**src/rtl/ex_pkg.sv**
```systemverilog
// Shared definitions for the execute stage: control field positions,
// ALU op encodings, R-type function codes and multiply/divide op codes.
package ex_pkg;

    localparam int EX_REG_DST    = 3;
    localparam int EX_ALU_HI     = 2;
    localparam int EX_ALU_LO     = 1;
    localparam int EX_ALU_SRC    = 0;
    localparam int M_BRANCH      = 2;
    localparam int M_MEM_READ    = 1;
    localparam int M_MEM_WRITE   = 0;
    localparam int WB_REG_WRITE  = 1;
    localparam int WB_MEM_TO_REG = 0;

    typedef enum logic [1:0] {
        ALU_ADD   = 2'b00,
        ALU_SUB   = 2'b01,
        ALU_FUNCT = 2'b10
    } alu_op_e;

    // Low two funct bits of 18h..1Bh map directly onto this encoding
    typedef enum logic [1:0] {
        MD_MULT  = 2'b00,
        MD_MULTU = 2'b01,
        MD_DIV   = 2'b10,
        MD_DIVU  = 2'b11
    } md_op_e;

    localparam logic [5:0] F_SLL   = 6'h00;
    localparam logic [5:0] F_SRL   = 6'h02;
    localparam logic [5:0] F_SRA   = 6'h03;
    localparam logic [5:0] F_MFHI  = 6'h10;
    localparam logic [5:0] F_MTHI  = 6'h11;
    localparam logic [5:0] F_MFLO  = 6'h12;
    localparam logic [5:0] F_MTLO  = 6'h13;
    localparam logic [5:0] F_MULT  = 6'h18;
    localparam logic [5:0] F_MULTU = 6'h19;
    localparam logic [5:0] F_DIV   = 6'h1A;
    localparam logic [5:0] F_DIVU  = 6'h1B;
    localparam logic [5:0] F_ADD   = 6'h20;
    localparam logic [5:0] F_ADDU  = 6'h21;
    localparam logic [5:0] F_SUB   = 6'h22;
    localparam logic [5:0] F_SUBU  = 6'h23;
    localparam logic [5:0] F_AND   = 6'h24;
    localparam logic [5:0] F_OR    = 6'h25;
    localparam logic [5:0] F_XOR   = 6'h26;
    localparam logic [5:0] F_NOR   = 6'h27;
    localparam logic [5:0] F_SLT   = 6'h2A;
    localparam logic [5:0] F_SLTU  = 6'h2B;

endpackage

```
**src/rtl/ex_muldiv.sv**
```systemverilog
// Iterative shift-add multiplier / restoring divider owning HI and LO.
// Signed ops iterate on magnitudes; the sign is applied on the last step.
module ex_muldiv
    import ex_pkg::*;
#(
    parameter int WIDTH     = 32,
    parameter int MD_CYCLES = 32
) (
    input  logic             clk,
    input  logic             rst,
    input  logic             i_start,
    input  md_op_e           i_md_op,
    input  logic [WIDTH-1:0] i_a,
    input  logic [WIDTH-1:0] i_b,
    input  logic             i_hi_we,
    input  logic             i_lo_we,
    input  logic [WIDTH-1:0] i_wdata,
    output logic             o_busy,
    output logic [WIDTH-1:0] o_hi,
    output logic [WIDTH-1:0] o_lo
);

    localparam int CW = $clog2(MD_CYCLES + 1);

    logic [CW-1:0]      r_cnt;
    logic               r_div;
    logic               r_neg_q;
    logic               r_neg_r;
    logic               r_dz;
    logic [WIDTH-1:0]   r_acc;
    logic [WIDTH-1:0]   r_mq;
    logic [WIDTH-1:0]   r_b;
    logic [WIDTH-1:0]   r_hi;
    logic [WIDTH-1:0]   r_lo;

    logic               w_signed;
    logic               w_sa;
    logic               w_sb;
    logic [WIDTH-1:0]   w_amag;
    logic [WIDTH-1:0]   w_bmag;
    logic [WIDTH:0]     w_sum;
    logic [WIDTH:0]     w_t;
    logic               w_ge;
    logic [WIDTH-1:0]   w_acc_n;
    logic [WIDTH-1:0]   w_mq_n;
    logic [WIDTH-1:0]   w_q;
    logic [WIDTH-1:0]   w_r;
    logic [2*WIDTH-1:0] w_prod;

    assign o_busy   = (r_cnt != '0);
    assign o_hi     = r_hi;
    assign o_lo     = r_lo;
    assign w_signed = (i_md_op == MD_MULT) || (i_md_op == MD_DIV);
    assign w_sa     = w_signed & i_a[WIDTH-1];
    assign w_sb     = w_signed & i_b[WIDTH-1];
    assign w_amag   = w_sa ? -i_a : i_a;
    assign w_bmag   = w_sb ? -i_b : i_b;

    assign w_sum = {1'b0, r_acc} + {1'b0, r_b};
    assign w_t   = {r_acc, r_mq[WIDTH-1]};
    assign w_ge  = (w_t >= {1'b0, r_b});

    always_comb begin
        w_acc_n = '0;
        w_mq_n  = '0;
        if (r_div) begin
            w_acc_n = w_ge ? (w_t[WIDTH-1:0] - r_b) : w_t[WIDTH-1:0];
            w_mq_n  = {r_mq[WIDTH-2:0], w_ge};
        end else if (r_mq[0]) begin
            w_acc_n = w_sum[WIDTH:1];
            w_mq_n  = {w_sum[0], r_mq[WIDTH-1:1]};
        end else begin
            w_acc_n = {1'b0, r_acc[WIDTH-1:1]};
            w_mq_n  = {r_acc[0], r_mq[WIDTH-1:1]};
        end
    end

    // Divide by zero: quotient all ones, remainder is the dividend
    assign w_prod = r_neg_q ? -{w_acc_n, w_mq_n} : {w_acc_n, w_mq_n};
    assign w_q    = r_dz ? '1 : (r_neg_q ? -w_mq_n : w_mq_n);
    assign w_r    = r_neg_r ? -w_acc_n : w_acc_n;

    always_ff @(posedge clk) begin
        if (rst) begin
            r_cnt   <= '0;
            r_div   <= 1'b0;
            r_neg_q <= 1'b0;
            r_neg_r <= 1'b0;
            r_dz    <= 1'b0;
            r_acc   <= '0;
            r_mq    <= '0;
            r_b     <= '0;
            r_hi    <= '0;
            r_lo    <= '0;
        end else begin
            if (i_start && !o_busy) begin
                r_cnt   <= CW'(MD_CYCLES);
                r_div   <= (i_md_op == MD_DIV) || (i_md_op == MD_DIVU);
                r_neg_q <= w_sa ^ w_sb;
                r_neg_r <= w_sa;
                r_dz    <= (i_b == '0);
                r_acc   <= '0;
                r_mq    <= w_amag;
                r_b     <= w_bmag;
            end else if (o_busy) begin
                r_cnt <= r_cnt - CW'(1);
                r_acc <= w_acc_n;
                r_mq  <= w_mq_n;
                if (r_cnt == CW'(1)) begin
                    if (r_div) begin
                        r_hi <= w_r;
                        r_lo <= w_q;
                    end else begin
                        r_hi <= w_prod[2*WIDTH-1:WIDTH];
                        r_lo <= w_prod[WIDTH-1:0];
                    end
                end
            end
            if (i_hi_we) r_hi <= i_wdata;
            if (i_lo_we) r_lo <= i_wdata;
        end
    end

endmodule

```
**src/rtl/ex_stage.sv**
```systemverilog
// MIPS R2000 execute stage: ALU, shifter, destination select, HI/LO
// multiply/divide and the EX/MEM pipeline register.
module ex_stage
    import ex_pkg::*;
#(
    parameter int WIDTH     = 32,
    parameter int MD_CYCLES = 32
) (
    input  logic             clk,
    input  logic             rst,
    input  logic [3:0]       i_ex,
    input  logic [2:0]       i_m,
    input  logic [1:0]       i_wb,
    input  logic [4:0]       i_rt,
    input  logic [4:0]       i_rd,
    input  logic [WIDTH-1:0] i_imm,
    input  logic [WIDTH-1:0] i_data_1,
    input  logic [WIDTH-1:0] i_data_2,
    input  logic [WIDTH-1:0] i_pc_branch,
    output logic [WIDTH-1:0] o_alu_result,
    output logic             o_zero,
    output logic [WIDTH-1:0] o_mem_wdata,
    output logic [4:0]       o_write_register,
    output logic [2:0]       o_m_out,
    output logic [1:0]       o_wb_out,
    output logic [WIDTH-1:0] o_pc_branch_out,
    output logic             o_overflow,
    output logic             o_stall
);

    logic [1:0]       w_alu_op;
    logic [5:0]       w_funct;
    logic [4:0]       w_shamt;
    logic [WIDTH-1:0] w_b;
    logic [WIDTH-1:0] w_sum;
    logic [WIDTH-1:0] w_diff;
    logic [WIDTH-1:0] w_result;
    logic [WIDTH-1:0] w_hi;
    logic [WIDTH-1:0] w_lo;
    logic             w_add_ovf;
    logic             w_sub_ovf;
    logic             w_ovf;
    logic             w_kill_wb;
    logic             w_md;
    logic             w_mthi;
    logic             w_mtlo;
    logic             w_hilo;
    logic             w_busy;
    logic             w_stall;

    logic [WIDTH-1:0] r_alu_result;
    logic             r_zero;
    logic [WIDTH-1:0] r_mem_wdata;
    logic [4:0]       r_write_register;
    logic [2:0]       r_m;
    logic [1:0]       r_wb;
    logic [WIDTH-1:0] r_pc_branch;
    logic             r_overflow;

    assign w_alu_op = i_ex[EX_ALU_HI:EX_ALU_LO];
    assign w_funct  = i_imm[5:0];
    assign w_shamt  = i_imm[10:6];
    assign w_b      = i_ex[EX_ALU_SRC] ? i_imm : i_data_2;
    assign w_sum    = i_data_1 + w_b;
    assign w_diff   = i_data_1 - w_b;

    assign w_add_ovf = (i_data_1[WIDTH-1] == w_b[WIDTH-1]) &&
                       (w_sum[WIDTH-1] != i_data_1[WIDTH-1]);
    assign w_sub_ovf = (i_data_1[WIDTH-1] != w_b[WIDTH-1]) &&
                       (w_diff[WIDTH-1] != i_data_1[WIDTH-1]);

    always_comb begin
        w_result  = w_sum;
        w_ovf     = 1'b0;
        w_kill_wb = 1'b0;
        w_md      = 1'b0;
        w_mthi    = 1'b0;
        w_mtlo    = 1'b0;
        w_hilo    = 1'b0;
        case (w_alu_op)
            ALU_SUB: w_result = w_diff;
            ALU_FUNCT: begin
                case (w_funct)
                    F_ADD: begin
                        w_ovf     = w_add_ovf;
                        w_kill_wb = w_add_ovf;
                    end
                    F_ADDU: w_result = w_sum;
                    F_SUB: begin
                        w_result  = w_diff;
                        w_ovf     = w_sub_ovf;
                        w_kill_wb = w_sub_ovf;
                    end
                    F_SUBU: w_result = w_diff;
                    F_AND:  w_result = i_data_1 & w_b;
                    F_OR:   w_result = i_data_1 | w_b;
                    F_XOR:  w_result = i_data_1 ^ w_b;
                    F_NOR:  w_result = ~(i_data_1 | w_b);
                    F_SLT: w_result = {{(WIDTH-1){1'b0}},
                                       $signed(i_data_1) < $signed(w_b)};
                    F_SLTU: w_result = {{(WIDTH-1){1'b0}}, i_data_1 < w_b};
                    F_SLL:  w_result = i_data_2 << w_shamt;
                    F_SRL:  w_result = i_data_2 >> w_shamt;
                    F_SRA:  w_result = $signed(i_data_2) >>> w_shamt;
                    F_MFHI: begin
                        w_result = w_hi;
                        w_hilo   = 1'b1;
                    end
                    F_MFLO: begin
                        w_result = w_lo;
                        w_hilo   = 1'b1;
                    end
                    F_MTHI: begin
                        w_mthi    = 1'b1;
                        w_hilo    = 1'b1;
                        w_kill_wb = 1'b1;
                    end
                    F_MTLO: begin
                        w_mtlo    = 1'b1;
                        w_hilo    = 1'b1;
                        w_kill_wb = 1'b1;
                    end
                    F_MULT, F_MULTU, F_DIV, F_DIVU: begin
                        w_md      = 1'b1;
                        w_hilo    = 1'b1;
                        w_kill_wb = 1'b1;
                    end
                    default: begin
                        w_result  = '0;
                        w_kill_wb = 1'b1;
                    end
                endcase
            end
            default: w_result = w_sum;
        endcase
    end

    assign w_stall = w_busy & w_hilo;
    assign o_stall = w_stall;

    ex_muldiv #(
        .WIDTH    (WIDTH),
        .MD_CYCLES(MD_CYCLES)
    ) u_muldiv (
        .clk    (clk),
        .rst    (rst),
        .i_start(w_md),
        .i_md_op(md_op_e'(w_funct[1:0])),
        .i_a    (i_data_1),
        .i_b    (i_data_2),
        .i_hi_we(w_mthi & ~w_busy),
        .i_lo_we(w_mtlo & ~w_busy),
        .i_wdata(i_data_1),
        .o_busy (w_busy),
        .o_hi   (w_hi),
        .o_lo   (w_lo)
    );

    always_ff @(posedge clk) begin
        if (rst) begin
            r_alu_result     <= '0;
            r_zero           <= 1'b0;
            r_mem_wdata      <= '0;
            r_write_register <= '0;
            r_m              <= '0;
            r_wb             <= '0;
            r_pc_branch      <= '0;
            r_overflow       <= 1'b0;
        end else begin
            r_alu_result     <= w_result;
            r_zero           <= (w_result == '0);
            r_mem_wdata      <= i_data_2;
            r_write_register <= i_ex[EX_REG_DST] ? i_rd : i_rt;
            r_m              <= (w_stall || w_md) ? '0 : i_m;
            r_wb             <= (w_stall || w_kill_wb) ? '0 : i_wb;
            r_pc_branch      <= i_pc_branch;
            r_overflow       <= w_ovf & ~w_stall;
        end
    end

    assign o_alu_result     = r_alu_result;
    assign o_zero           = r_zero;
    assign o_mem_wdata      = r_mem_wdata;
    assign o_write_register = r_write_register;
    assign o_m_out          = r_m;
    assign o_wb_out         = r_wb;
    assign o_pc_branch_out  = r_pc_branch;
    assign o_overflow       = r_overflow;

endmodule

```
**config.mk**
```make
export PLATFORM = sky130hd
export DESIGN_NAME = ex_stage
export DESIGN_NICKNAME = d
export VERILOG_FILES = /design/src/rtl/ex_pkg.sv /design/src/rtl/ex_muldiv.sv /design/src/rtl/ex_stage.sv
export SDC_FILE = /design/constraint.sdc
export NUM_CORES = 2
export LEC_CHECK = 0
export ABC_AREA = 1
export ABC_CLOCK_PERIOD_IN_PS = 8100
export BUFFER_PORTS_ARGS = -buffer_cell sky130_fd_sc_hd__buf_2
export CORE_AREA = 2 2 286 288
export DETAILED_ROUTE_END_ITERATION = 8
export DIE_AREA = 0 0 288 290
export PLACE_DENSITY_LB_ADDON = 0.1
export SLEW_MARGIN = 20
export SYNTH_ARGS = -nofsm -noshare
export SYNTH_HDL_FRONTEND = slang
export SYNTH_HIERARCHICAL = 1
export SYNTH_SLANG_ARGS = --single-unit
```
**constraint.sdc**
```tcl
create_clock -name clk -period 8.1 [get_ports clk]
set_clock_uncertainty 0.1 [all_clocks]
set_input_delay 1.215 -clock clk [delete_from_list [all_inputs] [get_ports clk]]
set_output_delay 1.215 -clock clk [all_outputs]
set_load 0.01 [all_outputs]
```
==> results.sh <==
export IMPL_cts_resized_gates=0
export IMPL_die_w_um=288
export IMPL_cpPeakStageDelay_ns=0.51
export IMPL_reg2reg_depth=30
export IMPL_leakage_nw=18.6
export IMPL_period_needed_ns=5.75
export IMPL_yosys_top_cells_count="nand2_1, inv_1, nand3_1"
export IMPL_setup_violations=0
export IMPL_finalWorstSetupSlack_ns=2.35
export IMPL_pwr_share_comb_pct=55.6
export IMPL_grt_pass1_vias=35928
export IMPL_core_area_um2=80200
export IMPL_postLayoutCellArea_um2=35300
export IMPL_dpl_worst_slack_ns=2.56
export IMPL_start_util_pct=39.8
export IMPL_placed_area_um2=33900
export IMPL_status="completed"
export IMPL_root_buffer="clkbuf_16"
export IMPL_grt_pass1_wl_um=238000
export IMPL_antenna_found_initial=12
export IMPL_synth_edf_count=0
export IMPL_tns_ns=0
export IMPL_period_share_pct=71.0
export IMPL_drc_errors=0
export IMPL_power_mw=7.91
export IMPL_io_buffer_count=257
export IMPL_track_usage_pct=37.9
export IMPL_min_path_type="flip-flop to flip-flop"
export IMPL_ys_flop_type="dfxtp_1"
export IMPL_h_tree_depth=2
export IMPL_cts_hold_buf=0
export IMPL_p_int_mw=3.92
export IMPL_r2r_start="u_muldiv/r_b[12]$_SDFFE_PP0P_"
export IMPL_multi_input_area_um2=22200
export IMPL_p_seq_share_pct=21.2
export IMPL_postRouteAntennaNets=0
export IMPL_grt_max_degree=74
export IMPL_num_vias=39879
export IMPL_finalWirelength_um=164000
export IMPL_cp_required_ns=8.42
export IMPL_n_fill_cell=9096
export IMPL_ys_ff_latch=278
export IMPL_synth_nets=6133
export IMPL_synth_area_top_cells="nand2_1, dfxtp_1, nand3_1"
export IMPL_finalHoldViolCount=0
export IMPL_critPathKind="flip-flop to flip-flop"
export IMPL_netlist_area_leader_share_pct=19.8
export IMPL_cts_sinks=278
export IMPL_async_flop_share_pct=0
export IMPL_nNetsFinal=6264
export IMPL_p_clk_share_pct=23.1
export IMPL_slowest_stage="dfxtp_1"
export IMPL_tightestPinTransition_ns=1.21
export IMPL_post_cts_setup_buffers=0
export IMPL_rrSetupSlack_ns=2.35
export IMPL_endpoint_kind="flip-flop"
export IMPL_area_delta_synth_final_pct=10.5
export IMPL_maxCapViolCount=0
export IMPL_seqCellArea_um2=5570
export IMPL_design_die_area_um2=83500
export IMPL_startpoint_type="flip-flop"
export IMPL_drtIter0Drc=5416
export IMPL_crit_path_frequent_cell="nand2_1"
export IMPL_n_antenna_cell=0
export IMPL_hold_depth=2
export IMPL_cp_max_fo=37
export IMPL_wire_per_inst_um=23.5
export IMPL_syn_inst=5787
export IMPL_ctsLongestPathBuffers=3
export IMPL_synth_area_um2=31900
export IMPL_ys_seq_area_share_pct=17.4
export IMPL_finalMaxSlewViolations=0
export IMPL_grt_overflow=0
export IMPL_num_rows=104
export IMPL_worstReg2RegEnd="u_muldiv/o_hi[8]$_SDFFE_PP0P_"
export IMPL_irDropWorstVdd_mv=0.265
export IMPL_io_pins=258
export IMPL_die_y_um=290
export IMPL_cp_data_arrival_time_ns=6.07
export IMPL_hpwl_um=133000
export IMPL_tritoncts="done"
export IMPL_switching_share_pct=50.4
export IMPL_clk_latency_ns=0.59
export IMPL_firstDrtPassIters=6
export IMPL_hold_path_startpoint="u_muldiv/r_cnt[1]$_SDFFE_PP0P_"
export IMPL_yosys_area_top_type="nand2_1"
export IMPL_net_switching_power_mw=3.99
export IMPL_ys_warn_count=6
export IMPL_fmax_ghz=0.174
export IMPL_vias_per_cell=5.69
export IMPL_relSlewSlack_pct=18.7
export IMPL_gp_congestion=1.09
export IMPL_power_per_cell_area_nw_per_um2=224
export IMPL_clkSlewWorstSetupHoldPaths_ns=0.06
export IMPL_drive_gt1_share_pct=8.44
export IMPL_ys_types=68
export IMPL_yosysMostFrequentCell="nand2_1"
export IMPL_syn_area_per_cell_um2=5.52
export IMPL_min_to="u_muldiv/r_cnt[1]$_SDFFE_PP0P_"
export IMPL_numCtsBuffers=38
export IMPL_rsz0062_at_grt="false"
## placed cells by master (no fill, tap or decap), types with 6 or more instances in the layout
cell type | netlist | layout
a31oi_1 | 17 | 17
nand3b_1 | 24 | 24
o211ai_1 | 55 | 55
o21ai_0 | 311 | 306
nor2_4 | 4 | 6
and2_1 | 11 | 11
nand2_1 | 1683 | 1683
nand3_2 | 12 | 12
nand3_1 | 697 | 697
o2111ai_1 | 6 | 6
clkinv_1 | 8 | 9
a21oi_1 | 330 | 330
nor3_1 | 60 | 59
or2_1 | 7 | 7
nand4_1 | 52 | 52
nor2_2 | 34 | 38
o21bai_1 | 13 | 13
inv_2 | 19 | 19
nor4_1 | 12 | 12
nor2_1 | 642 | 636
bufinv_16 | 0 | 6
or2_2 | 16 | 16
inv_1 | 822 | 821
buf_2 | 60 | 256
ha_1 | 193 | 193
a22oi_1 | 33 | 33
nand2_2 | 19 | 19
o221ai_1 | 27 | 27
xor2_1 | 59 | 59
o22ai_1 | 8 | 8
buf_4 | 5 | 49
xnor2_1 | 30 | 30
o21ai_1 | 27 | 32
clkbuf_16 | 0 | 39
clkbuf_8 | 0 | 6
dfxtp_1 | 278 | 276
o31ai_1 | 7 | 7
## power groups by stage
stage	combinational (mW)	sequential, mW	clock (mW)
CTS	4.29	1.67	1.86
global route	4.81	1.69	1.91
global placement	4.28	1.70	0
finish	4.40	1.68	1.83
detailed placement	4.27	1.70	0
floorplan	2.99	1.67	0
## final cells by class
| type | instances | area share (%) |
|---|---|---|
| clock inverters | 19 | 0.762 |
| inverters | 849 | 9.03 |
| multi-input cells | 4445 | 62.9 |
| clock buffers | 50 | 3.05 |
| well taps | 1060 | 3.76 |
| flip-flops and latches | 278 | 15.8 |
| repair buffers | 306 | 4.71 |
## sequential cells by signal (all words and copies together) (netlist names), 2 cells and up
name              flops
o_alu_result         32
o_mem_wdata          32
o_pc_branch_out      32
u_muldiv/o_hi        32
u_muldiv/o_lo        32
u_muldiv/r_acc       32
u_muldiv/r_b         32
u_muldiv/r_mq        32
u_muldiv/r_cnt        6
o_write_register      5
o_m_out               3
o_wb_out              2
## per-layer routing
metal,global-route usage [%],vias to the layer above,part of all wire [%]
li1,-,18886,-
met1,54.1,18466,44
met2,55.9,2179,41
met3,7.69,328,11
met4,13.3,20,3.9
met5,0,-,0.078
## kinds of logic after synthesis
| logic type | Yosys count | synth area share [%] |
|---|---|---|
| flops | 278 | 17.4 |
| mux | 1 | 0.0314 |
| fa+ha+maj | 197 | 7.82 |
| simple gates | 3294 | 43.9 |
| buf+inv | 1064 | 13.1 |
| xor+xnor | 89 | 2.44 |
| compound gates | 864 | 15.2 |
## metrics by stage
| stage | utilization, % | instances | hold slack [ns] |
|---|---|---|---|
| floorplan | - | 5787 | 0.329 |
| global placement | 42.3 | 6938 | 0.350 |
| detailed placement | 42.3 | 6938 | 0.357 |
| CTS | 44.0 | 7007 | 0.366 |
| global route | 44.0 | 7007 | 0.391 |
| finish | 44.0 | 7007 | 0.364 |
## worst max-delay path, delay by kind of cell, from the launching register on
| kind | cells | cell delay [ns] |
|---|---|---|
| and+or+nand+nor | 17 | 2.64 |
| AOI/OAI and AO/OA | 5 | 1.23 |
| DFF | 1 | 0.51 |
| buffers and inverters | 6 | 0.49 |
| adders and majority gates | 2 | 0.57 |
## worst max-delay path by stage
stage | startpoint | to | slack [ns] | depth (start not counted)
2_1_floorplan | i_ex[0] | o_zero$_SDFF_PP0_ | 3.97 | 23
3_3_place_gp | i_ex[0] | o_zero$_SDFF_PP0_ | 2.38 | 23
3_5_place_dp | u_muldiv/r_b[12]$_SDFFE_PP0P_ | u_muldiv/o_hi[12]$_SDFFE_PP0P_ | 2.56 | 31
4_1_cts | u_muldiv/r_b[12]$_SDFFE_PP0P_ | u_muldiv/o_hi[8]$_SDFFE_PP0P_ | 2.54 | 30
5_1_grt | u_muldiv/r_b[10]$_SDFFE_PP0P_ | u_muldiv/o_hi[8]$_SDFFE_PP0P_ | 2.05 | 30
6_report | u_muldiv/r_b[12]$_SDFFE_PP0P_ | u_muldiv/o_hi[8]$_SDFFE_PP0P_ | 2.35 | 30
(Power assumes the default switching activity.)
